===== src/rtl/code_lock_fsm.sv =====
// Code lock state machine: parametrised code width, failed-attempt counter, timed lockout.
// Optional auto-relock of OPENED is enabled by defining CODE_LOCK_AUTO_RELOCK_EN.
module code_lock_fsm #(
    parameter int              CODE_W       = 7,
    parameter int              MAX_TRIES    = 3,
    parameter int              LOCKOUT_CYC  = 1000,
    parameter int              OPEN_CYC     = 500,
    parameter logic [CODE_W-1:0] DEFAULT_CODE = '0
) (
    input  logic              clk,
    input  logic              rst_n,
    input  logic [CODE_W-1:0] code_in,
    input  logic              enter_btn,
    input  logic              set_btn,
    output logic [2:0]        state_o,
    output logic              unlocked_o,
    output logic              alarm_o,
    output logic              lockout_o,
    output logic [3:0]        fail_cnt_o
);

    localparam int MAX_CYC = (LOCKOUT_CYC > OPEN_CYC) ? LOCKOUT_CYC : OPEN_CYC;
    localparam int TW      = $clog2(MAX_CYC + 1);

    localparam logic [TW-1:0] LOCK_LOAD = TW'(LOCKOUT_CYC - 1);
    localparam logic [TW-1:0] OPEN_LOAD = TW'(OPEN_CYC - 1);
    localparam logic [3:0]    TRIES_LIM = 4'(MAX_TRIES);

    typedef enum logic [2:0] {
        IDLE         = 3'b000,
        SET_AWAITING = 3'b001,
        OPENED       = 3'b010,
        ALARM        = 3'b011,
        ENTRY        = 3'b100,
        LOCKOUT      = 3'b101
    } state_t;

    // Bit 0 is enter, bit 1 is set.
    logic [1:0] btn_raw;
    logic [1:0] sync1_reg;
    logic [1:0] sync2_reg;
    logic [1:0] prev_reg;
    logic [1:0] pulse;
    logic       enter_pulse;
    logic       set_pulse;

    state_t            state_reg,  state_next;
    logic [CODE_W-1:0] code_reg,   code_next;
    logic [3:0]        fail_reg,   fail_next;
    logic [TW-1:0]     timer_reg,  timer_next;
    logic [3:0]        fail_inc;

    assign btn_raw = {set_btn, enter_btn};

    always_ff @(posedge clk or negedge rst_n) begin
        if (!rst_n) begin
            sync1_reg <= '0;
            sync2_reg <= '0;
            prev_reg  <= '0;
        end else begin
            sync1_reg <= btn_raw;
            sync2_reg <= sync1_reg;
            prev_reg  <= sync2_reg;
        end
    end

    assign pulse       = sync2_reg & ~prev_reg;
    assign enter_pulse = pulse[0];
    assign set_pulse   = pulse[1];

    assign fail_inc = (fail_reg == 4'hF) ? 4'hF : fail_reg + 4'd1;

    always_ff @(posedge clk or negedge rst_n) begin
        if (!rst_n) begin
            state_reg <= IDLE;
            code_reg  <= DEFAULT_CODE;
            fail_reg  <= '0;
            timer_reg <= '0;
        end else begin
            state_reg <= state_next;
            code_reg  <= code_next;
            fail_reg  <= fail_next;
            timer_reg <= timer_next;
        end
    end

    always_comb begin
        state_next = state_reg;
        code_next  = code_reg;
        fail_next  = fail_reg;
        timer_next = timer_reg;

        case (state_reg)
            IDLE: begin
                if (enter_pulse) state_next = ENTRY;
            end

            ENTRY: begin
                if (enter_pulse) begin
                    if (code_in == code_reg) begin
                        state_next = OPENED;
                        fail_next  = '0;
                        timer_next = OPEN_LOAD;
                    end else begin
                        fail_next = fail_inc;
                        if (fail_inc == TRIES_LIM) begin
                            state_next = LOCKOUT;
                            timer_next = LOCK_LOAD;
                        end else begin
                            state_next = ALARM;
                        end
                    end
                end
            end

            OPENED: begin
                // Enter wins over set; a pulse also wins over relock expiry.
                if (enter_pulse) begin
                    state_next = IDLE;
                end else if (set_pulse) begin
                    state_next = SET_AWAITING;
`ifdef CODE_LOCK_AUTO_RELOCK_EN
                end else if (timer_reg == '0) begin
                    state_next = IDLE;
                end else begin
                    timer_next = timer_reg - 1'b1;
`endif
                end
            end

            SET_AWAITING: begin
                if (enter_pulse) begin
                    state_next = IDLE;
                end else if (set_pulse) begin
                    code_next  = code_in;
                    state_next = IDLE;
                end
            end

            ALARM: begin
                if (enter_pulse) state_next = IDLE;
            end

            LOCKOUT: begin
                if (timer_reg == '0) begin
                    state_next = IDLE;
                    fail_next  = '0;
                end else begin
                    timer_next = timer_reg - 1'b1;
                end
            end

            default: state_next = IDLE;
        endcase
    end

    assign state_o    = state_reg;
    assign unlocked_o = (state_reg == OPENED);
    assign alarm_o    = (state_reg == ALARM) || (state_reg == LOCKOUT);
    assign lockout_o  = (state_reg == LOCKOUT);
    assign fail_cnt_o = fail_reg;

endmodule


===== config.mk =====
export PLATFORM = sky130hd
export DESIGN_NAME = code_lock_fsm
export DESIGN_NICKNAME = d
export VERILOG_FILES = /design/src/rtl/code_lock_fsm.sv
export SDC_FILE = /design/constraint.sdc
export NUM_CORES = 1
export LEC_CHECK = 0
export ABC_AREA = 1
export ABC_CLOCK_PERIOD_IN_PS = 2600
export BUFFER_PORTS_ARGS = -buffer_cell sky130_fd_sc_hd__buf_2
export CORE_AREA = 4 4 77 79
export CTS_CLUSTER_SIZE = 20
export DETAILED_ROUTE_END_ITERATION = 8
export DIE_AREA = 0 0 81 83
export PLACE_DENSITY_LB_ADDON = 0.25
export SYNTH_ARGS = -nofsm -noshare
export SYNTH_HDL_FRONTEND = slang
export SYNTH_SLANG_ARGS = --single-unit

===== constraint.sdc =====
create_clock -name clk -period 2.6 [get_ports clk]
set_input_delay 0.52 -clock clk [delete_from_list [all_inputs] [get_ports clk]]
set_output_delay 0.52 -clock clk [all_outputs]
set_load 0.05 [all_outputs]

==> results of run 1 <==
logic make-up (layout without fill, tap and decap cells):
family                   after synthesis  in the layout
multiplexers                           4              4
AO/OA/AOI/OAI                         16             16
AND/OR/NAND/NOR                      140            140
XOR/XNOR                               5              5
buffers and inverters                 32             57
adder cells (fa/ha/maj)                3              3
flip-flops                            30             30
cell type report:
cell class	instances	area [um2]
Timing Repair Buffer	20	100
Clock buffer	6	82.6
Fill cell	564	3300
Tap cell	72	90.1
Clock inverter	2	12.5
Sequential cell	30	751
Inverter	29	114
Multi-Input combinational cell	168	885
path summary, 6_finish.rpt:
kind	start	to	slack, ns	depth (start not counted)
setup / recovery	state_o[2]	lockout_o	0.66	3
hold / removal	rst_n	fail_cnt_o[3]	0.27	1
setup reg to reg	fail_cnt_o[0]	timer_reg[1]	0.83	9
hold reg to reg	sync1_reg[1]	sync2_reg[1]	0.35	0
max in group asynchronous	rst_n	timer_reg[1]	1.87	1
min in group clk	enter_btn	sync1_reg[0]	0.34	1
stage by stage:
stage / util, % / hold WS, ns / setup WS, ns / std cells / power, mW
after floorplan: - / 0.224 / 0.520 / 230 / 1.82
after global placement: 36.3 / 0.334 / 0.811 / 319 / 2.04
after detailed placement: 36.3 / 0.336 / 0.813 / 319 / 2.04
after CTS: 38.1 / 0.301 / 0.654 / 327 / 2.46
after global routing: 38.1 / 0.330 / 0.592 / 327 / 2.64
final: 38.1 / 0.274 / 0.657 / 327 / 2.43
where the power goes:
group          switching, mW  internal, mW  total (mW)
logic                  0.804         0.405        1.21
clock network          0.182         0.212       0.394
registers              0.175         0.650       0.825
total                   1.16          1.27        2.43
layer usage:
metal  up-vias  wire, um  GRT usage, %
li1        773         -             -
met1       642      1700          14.8
met2        20      1600          17.2
met3         7       114          2.39
met4         0        82          5.99
met5         -         0             0
cells in the final DEF (no fill, tap or decap), drive strengths merged, types with 3 or more instances in the layout:
master and count:
dfrtp 30, clkbuf 6, or2 3, xnor2 3
mux2 4, inv 28, buf 20, o22ai 4
ha 3, o21ai 10, nand2 84, nor2 21
nand3 31
==> flow_summary.yaml, run 1 <==
synthesis:
  synth_area_um2: 1780
  yosysTopAreaCell: "dfrtp_1"
  synth_compound_area_share_pct: 5.77
  synth_common_cells: "nand2_1, dfrtp_1, nand3_1, inv_1, nor2_1"
  synth_nets: 244
  synthFlopType: "dfrtp_1"
  synth_mux_area_share_pct: 3.38
  synth_top_area_share_pct: 42.3
  yosysSeqAreaShare_pct: 42.3
  synthCells: 230
  synth.area.top_cells: "dfrtp_1, nand2_1, nand3_1, inv_1, nor2_1"
  synth_most_common_cell: "nand2_1"
  yosysUniqueCellTypes: 29
  synth-adder-area-share_pct: 2.11
  yosysWarnings: 0
  synthSimpleGateAreaFrac_pct: 36.1
  synth_edf_count: 0
  synth_xor_area_share_pct: 2.46
  synthArstFlopShare_pct: 100
  syn_area_per_cell_um2: 7.72
  synth_top_family_by_area: "simple AND/OR/NAND/NOR gates"
  synth-seq-cells: 30
clock_tree:
  clkTransAtPathRegs_ns: 0.07
  cts-root-buf: "clkbuf_8"
  cts_tree: "built"
  ctsLongestPathBuffers: 2
  clock-sinks: 30
  h-tree-depth: 2
  clk-insertion-delay-late_ns: 0.29
  ctsHoldBuffers: 0
  cts_resized: 0
  post_cts_buffers: 0
  numCtsBuffers: 5
global_route:
  grt_pass1_vias: 1312
  track_usage_pct: 11.3
  grt_pass1_wl_um: 5960
  grt_max_degree: 31
  antenna_found_initial: 0
  grt_overflow: 0
floorplan:
  rows: 27
  start_util_pct: 33.3
  die_height_um: 83
  ios: 21
  design.die.area_um2: 6720
  core_um2: 5340
  dieWidth_um: 81
sta:
  fin_crit_ns: 1.94
  setup_viol: 0
  maxSlewViolCount: 0
  fmax_mhz: 515
  max_slew_margin_pct: 53.7
  tightest_slew_ns: 0.694
  finalHoldViolations: 0
  finalCritPeriodShare_pct: 74.7
  tns_ns: 0
  finClkSkew_ns: 0.0100
  rsz0062_at_grt: "no"
final_layout:
  final_layout_size_suffix_gt1_share_pct: 22.0
  largest_reg_flops: 10
  final_nets: 268
  antenna_cells: 0
  syn2layout_area_growth_pct: 14.5
  fin_area_um2: 2030
setup_path:
  endpoint_kind: "primary output"
  worstSetupStartpointType: "register"
  crit_type: "reg2out"
  crit_family: "flip-flops"
  cp_slowest_cell: "dfrtp_1"
  path_max_fanout: 10
  cp_slowest_stage_delay_ns: 0.51
  required_ns: 2.08
  crit_buf_inv: 2
  crit_arrival_ns: 1.42
  path_cells: "nand3_4 > clkinv_4 > buf_2"
place:
  place_congestion: 0.771
  portBuffers: 20
  dpl.hpwl_um: 2550
  place_area_um2: 1940
drt:
  wl_per_cell_um: 10.7
  ant_nets: 0
  wl_um: 3490
  dr.first_iter.drc_count: 72
  firstDrtPassIters: 4
  drc: 0
  vias_per_cell: 4.41
  num_vias: 1442
power:
  vdd_drop_max_mv: 0.416
  power_density_nw_per_um2: 1190
  p_leak_nw: 1.07
hold_path:
  hold_path_class: "in2async"
status:
  outcome: "completed"
job:
  max-cap-violations: 0
Power figures use the tool's default switching activity.
==> run 2: changes to the inputs <==
--- a/config.mk
+++ b/config.mk
@@ -6,7 +6,7 @@
 export NUM_CORES = 1
 export LEC_CHECK = 0
 export ABC_AREA = 1
-export ABC_CLOCK_PERIOD_IN_PS = 2600
+export ABC_CLOCK_PERIOD_IN_PS = 1600
 export BUFFER_PORTS_ARGS = -buffer_cell sky130_fd_sc_hd__buf_2
 export CORE_AREA = 4 4 77 79
 export CTS_CLUSTER_SIZE = 20
==> constraint.sdc (replaced) <==
create_clock -name clk -period 1.6 [get_ports clk]
set_input_delay 0.32 -clock clk [delete_from_list [all_inputs] [get_ports clk]]
set_output_delay 0.32 -clock clk [all_outputs]
set_load 0.05 [all_outputs]
==> flow_summary.yaml, run 2 (same netlist as run 1, synthesis figures left out) <==
sta:
  setup_ws_ns: 0.0562
  holdWs_ns: 0.0285
  fin_crit_ns: 1.54
  fmax_mhz: 648
  maxSlewViolCount: 0
  finClkSkew_ns: 0.00583
  finalHoldViolations: 0
  max_slew_margin_pct: 75.1
  finalCritPeriodShare_pct: 96.5
  rsz0062_at_grt: "yes"
  tightest_slew_ns: 0.374
  setup_viol: 0
setup_path:
  crit_family: "simple AND/OR/NAND/NOR gates"
  timing.rr.end: "timer_reg[0]"
  path_cells: "nor2_2 > nand2_1 > nor2_1 > nand2_2 > nand2_2 > nand2_2 > buf_12 > nand3_2 > nand2_1"
  cp_slowest_stage_delay_ns: 0.42
  endpoint_kind: "register"
  path_max_fanout: 8
  reg2reg_slack_ns: 0.06
  required_ns: 1.78
  crit_arrival_ns: 1.72
  ff2ff_path_depth: 9
  crit_buf_inv: 1
  path_common_cell: "nand2_2"
  cp_slowest_cell: "dfrtp_1"
  crit_type: "reg2reg"
  worstSetupStartpointType: "register"
  rr_startpoint: "timer_reg[7]"
final_layout:
  final_layout_size_suffix_gt1_share_pct: 38.1
  fill_cells: 551
  mostFrequentLayoutCell: "nand2_1"
  syn2layout_area_growth_pct: 35.4
  antenna_cells: 0
  final_nets: 286
  multi_input_area_um2: 1030
  final_cell_mix: "nand2_1, dfrtp_1, inv_1"
  seqCellArea_um2: 757
  largest_reg_flops: 10
clock_tree:
  clk-insertion-delay-late_ns: 0.29
  h-tree-depth: 2
  numCtsBuffers: 5
  clock-sinks: 30
  clkTransAtPathRegs_ns: 0.07
  ctsLongestPathBuffers: 2
  cts_tree: "built"
  cts-root-buf: "clkbuf_8"
  ctsHoldBuffers: 0
hold_path:
  hold_path_class: "in2async"
place:
  post-place-ws_ns: 0.00661
  dpl.hpwl_um: 2660
  portBuffers: 20
  place_congestion: 0.800
drt:
  num_vias: 1527
  wl_per_cell_um: 11.0
  ant_nets: 0
  vias_per_cell: 4.43
  wl_um: 3790
  firstDrtPassIters: 4
  dr.first_iter.drc_count: 67
  drc: 0
status:
  outcome: "completed"
floorplan:
  core_um2: 5340
  ios: 21
  dieWidth_um: 81
  start_util_pct: 33.3
  die_height_um: 83
  rows: 27
  design.die.area_um2: 6720
power:
  vdd_drop_max_mv: 0.589
  p_leak_nw: 1.20
  power_density_nw_per_um2: 2050
global_route:
  grt_pass1_vias: 1383
  antenna_found_initial: 0
  track_usage_pct: 11.6
  grt_overflow: 0
  grt_max_degree: 31
  grt_pass1_wl_um: 6170
job:
  max-cap-violations: 0
[run 2: area by class of cell]
| type | instances | share of cell area [%] |
|---|---|---|
| inverters | 29 | 4.84 |
| multi-input cells | 169 | 43.0 |
| well taps | 72 | 3.74 |
| flip-flops and latches | 30 | 31.5 |
| clock inverters | 2 | 2.50 |
| repair buffers | 37 | 11.1 |
| clock buffers | 6 | 3.43 |
[run 2: power by group]
group	total (mW)	internal [mW]	leakage [nW]	switching, mW
clock network	0.971	0.664	0.0714	0.307
logic	2.57	1.04	0.769	1.54
registers	1.39	1.07	0.355	0.322
[run 2: metal layers]
metal | vias to the layer above | share of wire [%] | global-route usage [%]
li1 | 805 | - | -
met1 | 692 | 47 | 14.9
met2 | 24 | 48 | 18.2
met3 | 6 | 3.1 | 2.93
met4 | 0 | 2.1 | 5.07
met5 | - | 0 | 0
[run 2: what timing repair did]
action                                  CTS  global route
endpoints found under the setup margin   10            17
pin swaps                                 0            18
cloned                                    0             1
resized for setup                         4            35
setup buffers                             0             4
[run 2: metrics by stage]
| step | setup TNS (ns) | power [mW] | instance area, um2 | cells | utilization [%] |
|---|---|---|---|---|---|
| after floorplan | -0.169 | 3.01 | 1800 | 230 | - |
| after global placement | 0 | 3.53 | 2080 | 332 | 38.9 |
| after CTS | 0 | 4.57 | 2230 | 340 | 41.8 |
| after global routing | -0.106 | 5.31 | 2410 | 345 | 45.1 |
| final | 0 | 4.93 | 2410 | 345 | 45.1 |
| after detailed placement | 0 | 3.55 | 2080 | 332 | 38.9 |
[run 2: worst max path at each step]
stage	startpoint	to	slack, ns	cells after the start
final	timer_reg[7]	timer_reg[0]	0.06	9
after global routing	fail_cnt_o[0]	timer_reg[8]	-0.02	10
after CTS	state_o[2]	unlocked_o	0.008	2
after detailed placement	fail_cnt_o[1]	timer_reg[4]	0.007	10
after global placement	timer_reg[0]	fail_cnt_o[0]	0.05	9
after floorplan	state_o[1]	state_o[1]	-0.06	7
==> run 3: changes to the inputs <==
--- a/config.mk
+++ b/config.mk
@@ -8,10 +8,10 @@
 export ABC_AREA = 1
 export ABC_CLOCK_PERIOD_IN_PS = 1600
 export BUFFER_PORTS_ARGS = -buffer_cell sky130_fd_sc_hd__buf_2
-export CORE_AREA = 4 4 77 79
+export CORE_AREA = 4 4 72 74
 export CTS_CLUSTER_SIZE = 20
 export DETAILED_ROUTE_END_ITERATION = 8
-export DIE_AREA = 0 0 81 83
+export DIE_AREA = 0 0 76 78
 export PLACE_DENSITY_LB_ADDON = 0.25
 export SYNTH_ARGS = -nofsm -noshare
 export SYNTH_HDL_FRONTEND = slang
==> flow_summary.yaml, run 3 (same netlist as run 1, synthesis figures left out) <==
power:
  power_density_nw_per_um2: 1930
  p_leak_nw: 1.14
  vdd_drop_max_mv: 0.600
  totalPowerFinal_mw: 4.32
setup_path:
  cp_slowest_cell: "dfrtp_2"
  ff2ff_path_depth: 9
  rr_startpoint: "fail_cnt_o[1]"
  crit_family: "flip-flops"
  endpoint_kind: "primary output"
  endpoint: "lockout_o"
  path_cells: "inv_4 > nand3_4 > clkinv_4 > buf_4"
  crit_buf_inv: 3
  reg2reg_slack_ns: 0.09
  timing.rr.end: "timer_reg[3]"
  required_ns: 1.28
  crit_arrival_ns: 1.22
  cp.depth: 4
  worstSetupStartpointType: "register"
  crit_type: "reg2out"
  path_max_fanout: 6
  cp-startpoint: "state_o[1]"
  cp_slowest_stage_delay_ns: 0.45
floorplan:
  ios: 21
  die_height_um: 78
  rows: 25
  design.die.area_um2: 5930
  start_util_pct: 38.6
  core_um2: 4600
  dieWidth_um: 76
clock_tree:
  h-tree-depth: 2
  clk-insertion-delay-late_ns: 0.28
  cts-root-buf: "clkbuf_8"
  numCtsBuffers: 5
  clock-sinks: 30
  cts_tree: "built"
  clkTransAtPathRegs_ns: 0.07
  ctsLongestPathBuffers: 2
job:
  max-cap-violations: 0
place:
  dpl.hpwl_um: 2690
  place_congestion: 0.825
  portBuffers: 20
sta:
  fin_crit_ns: 1.54
  setup_viol: 0
  finalHoldViolations: 0
  finalCritPeriodShare_pct: 96.1
  finClkSkew_ns: 0.00755
  fmax_mhz: 650
  tightest_slew_ns: 0.374
  max_slew_margin_pct: 75.1
  maxSlewViolCount: 0
final_layout:
  antenna_cells: 0
  mostFrequentLayoutCell: "nand2_1"
  largest_reg_flops: 10
  final_cell_mix: "nand2_1, nand3_1, dfrtp_1"
  final_util_pct: 48.7
  final_nets: 281
  fill_cells: 453
  final_layout_size_suffix_gt1_share_pct: 32.8
  syn2layout_area_growth_pct: 25.9
drt:
  drc: 0
  wl_um: 3670
  ant_nets: 0
  wl_per_cell_um: 11.4
  firstDrtPassIters: 4
  num_vias: 1494
  dr.first_iter.drc_count: 40
  vias_per_cell: 4.64
hold_path:
  hp-start: "set_btn"
  hold_path_class: "in2reg"
global_route:
  grt_overflow: 0
  grt_pass1_vias: 1471
  track_usage_pct: 13.1
  antenna_found_initial: 0
  grt_max_degree: 17
  grt_pass1_wl_um: 6390
status:
  outcome: "completed"
-- run 3: stage by stage --
stage          instance area (um2)  setup slack [ns]  hold WS, ns  instances  setup TNS (ns)
2_1_floorplan                 1800           -0.0590       0.0244        230          -0.169
3_3_place_gp                  2020            0.0681        0.253        310               0
3_5_place_dp                  2020            0.0247        0.259        310               0
4_1_cts                       2140            0.0177        0.127        319               0
5_1_grt                       2240           -0.0303        0.124        322          -0.136
6_report                      2240            0.0627        0.139        322               0
-- run 3: worst min path at each step --
stage	to	slack (ns)	depth (start not counted)
6_report	sync1_reg[1]	0.14	1
5_1_grt	sync1_reg[0]	0.12	1
4_1_cts	sync1_reg[0]	0.13	1
3_5_place_dp	code_reg[4]	0.26	1
3_3_place_gp	code_reg[4]	0.25	1
2_1_floorplan	code_reg[0]	0.02	0
-- run 3: where the power goes --
part / leakage [nW] / internal (mW) / switching, mW / total [mW]
Clock: 0.0472 / 0.345 / 0.300 / 0.645
Combinational: 0.737 / 0.873 / 1.42 / 2.29
Sequential: 0.355 / 1.07 / 0.316 / 1.38
Total: 1.14 / 2.29 / 2.04 / 4.32
-- run 3: area by class of cell --
class	instances	area [um2]	area share, %
sequential	30	757	33.8
timing repair buffer	33	235	10.5
multi-input combinational	168	966	43.2
inverter	29	116	5.20
clock buffer	6	82.6	3.69
clock inverter	2	12.5	0.559
tap	54	67.6	3.02
-- run 3: routing by layer --
metal | GRT usage (%) | routed length (um) | vias to the layer above
li1 | - | - | 796
met1 | 16.4 | 1750 | 658
met2 | 20.6 | 1650 | 31
met3 | 4.18 | 174 | 9
met4 | 5.34 | 90 | 0
met5 | 0 | 0 | -
-- run 3: timing repair --
item | in CTS | in global routing
endpoints found under the setup margin | 3 | 19
hold buffers | 1 | 0
pin swaps | 0 | 10
resized for setup | 3 | 22
endpoints found under the hold margin | 14 | 0
gates cloned | 0 | 0
buffers inserted | 0 | 3
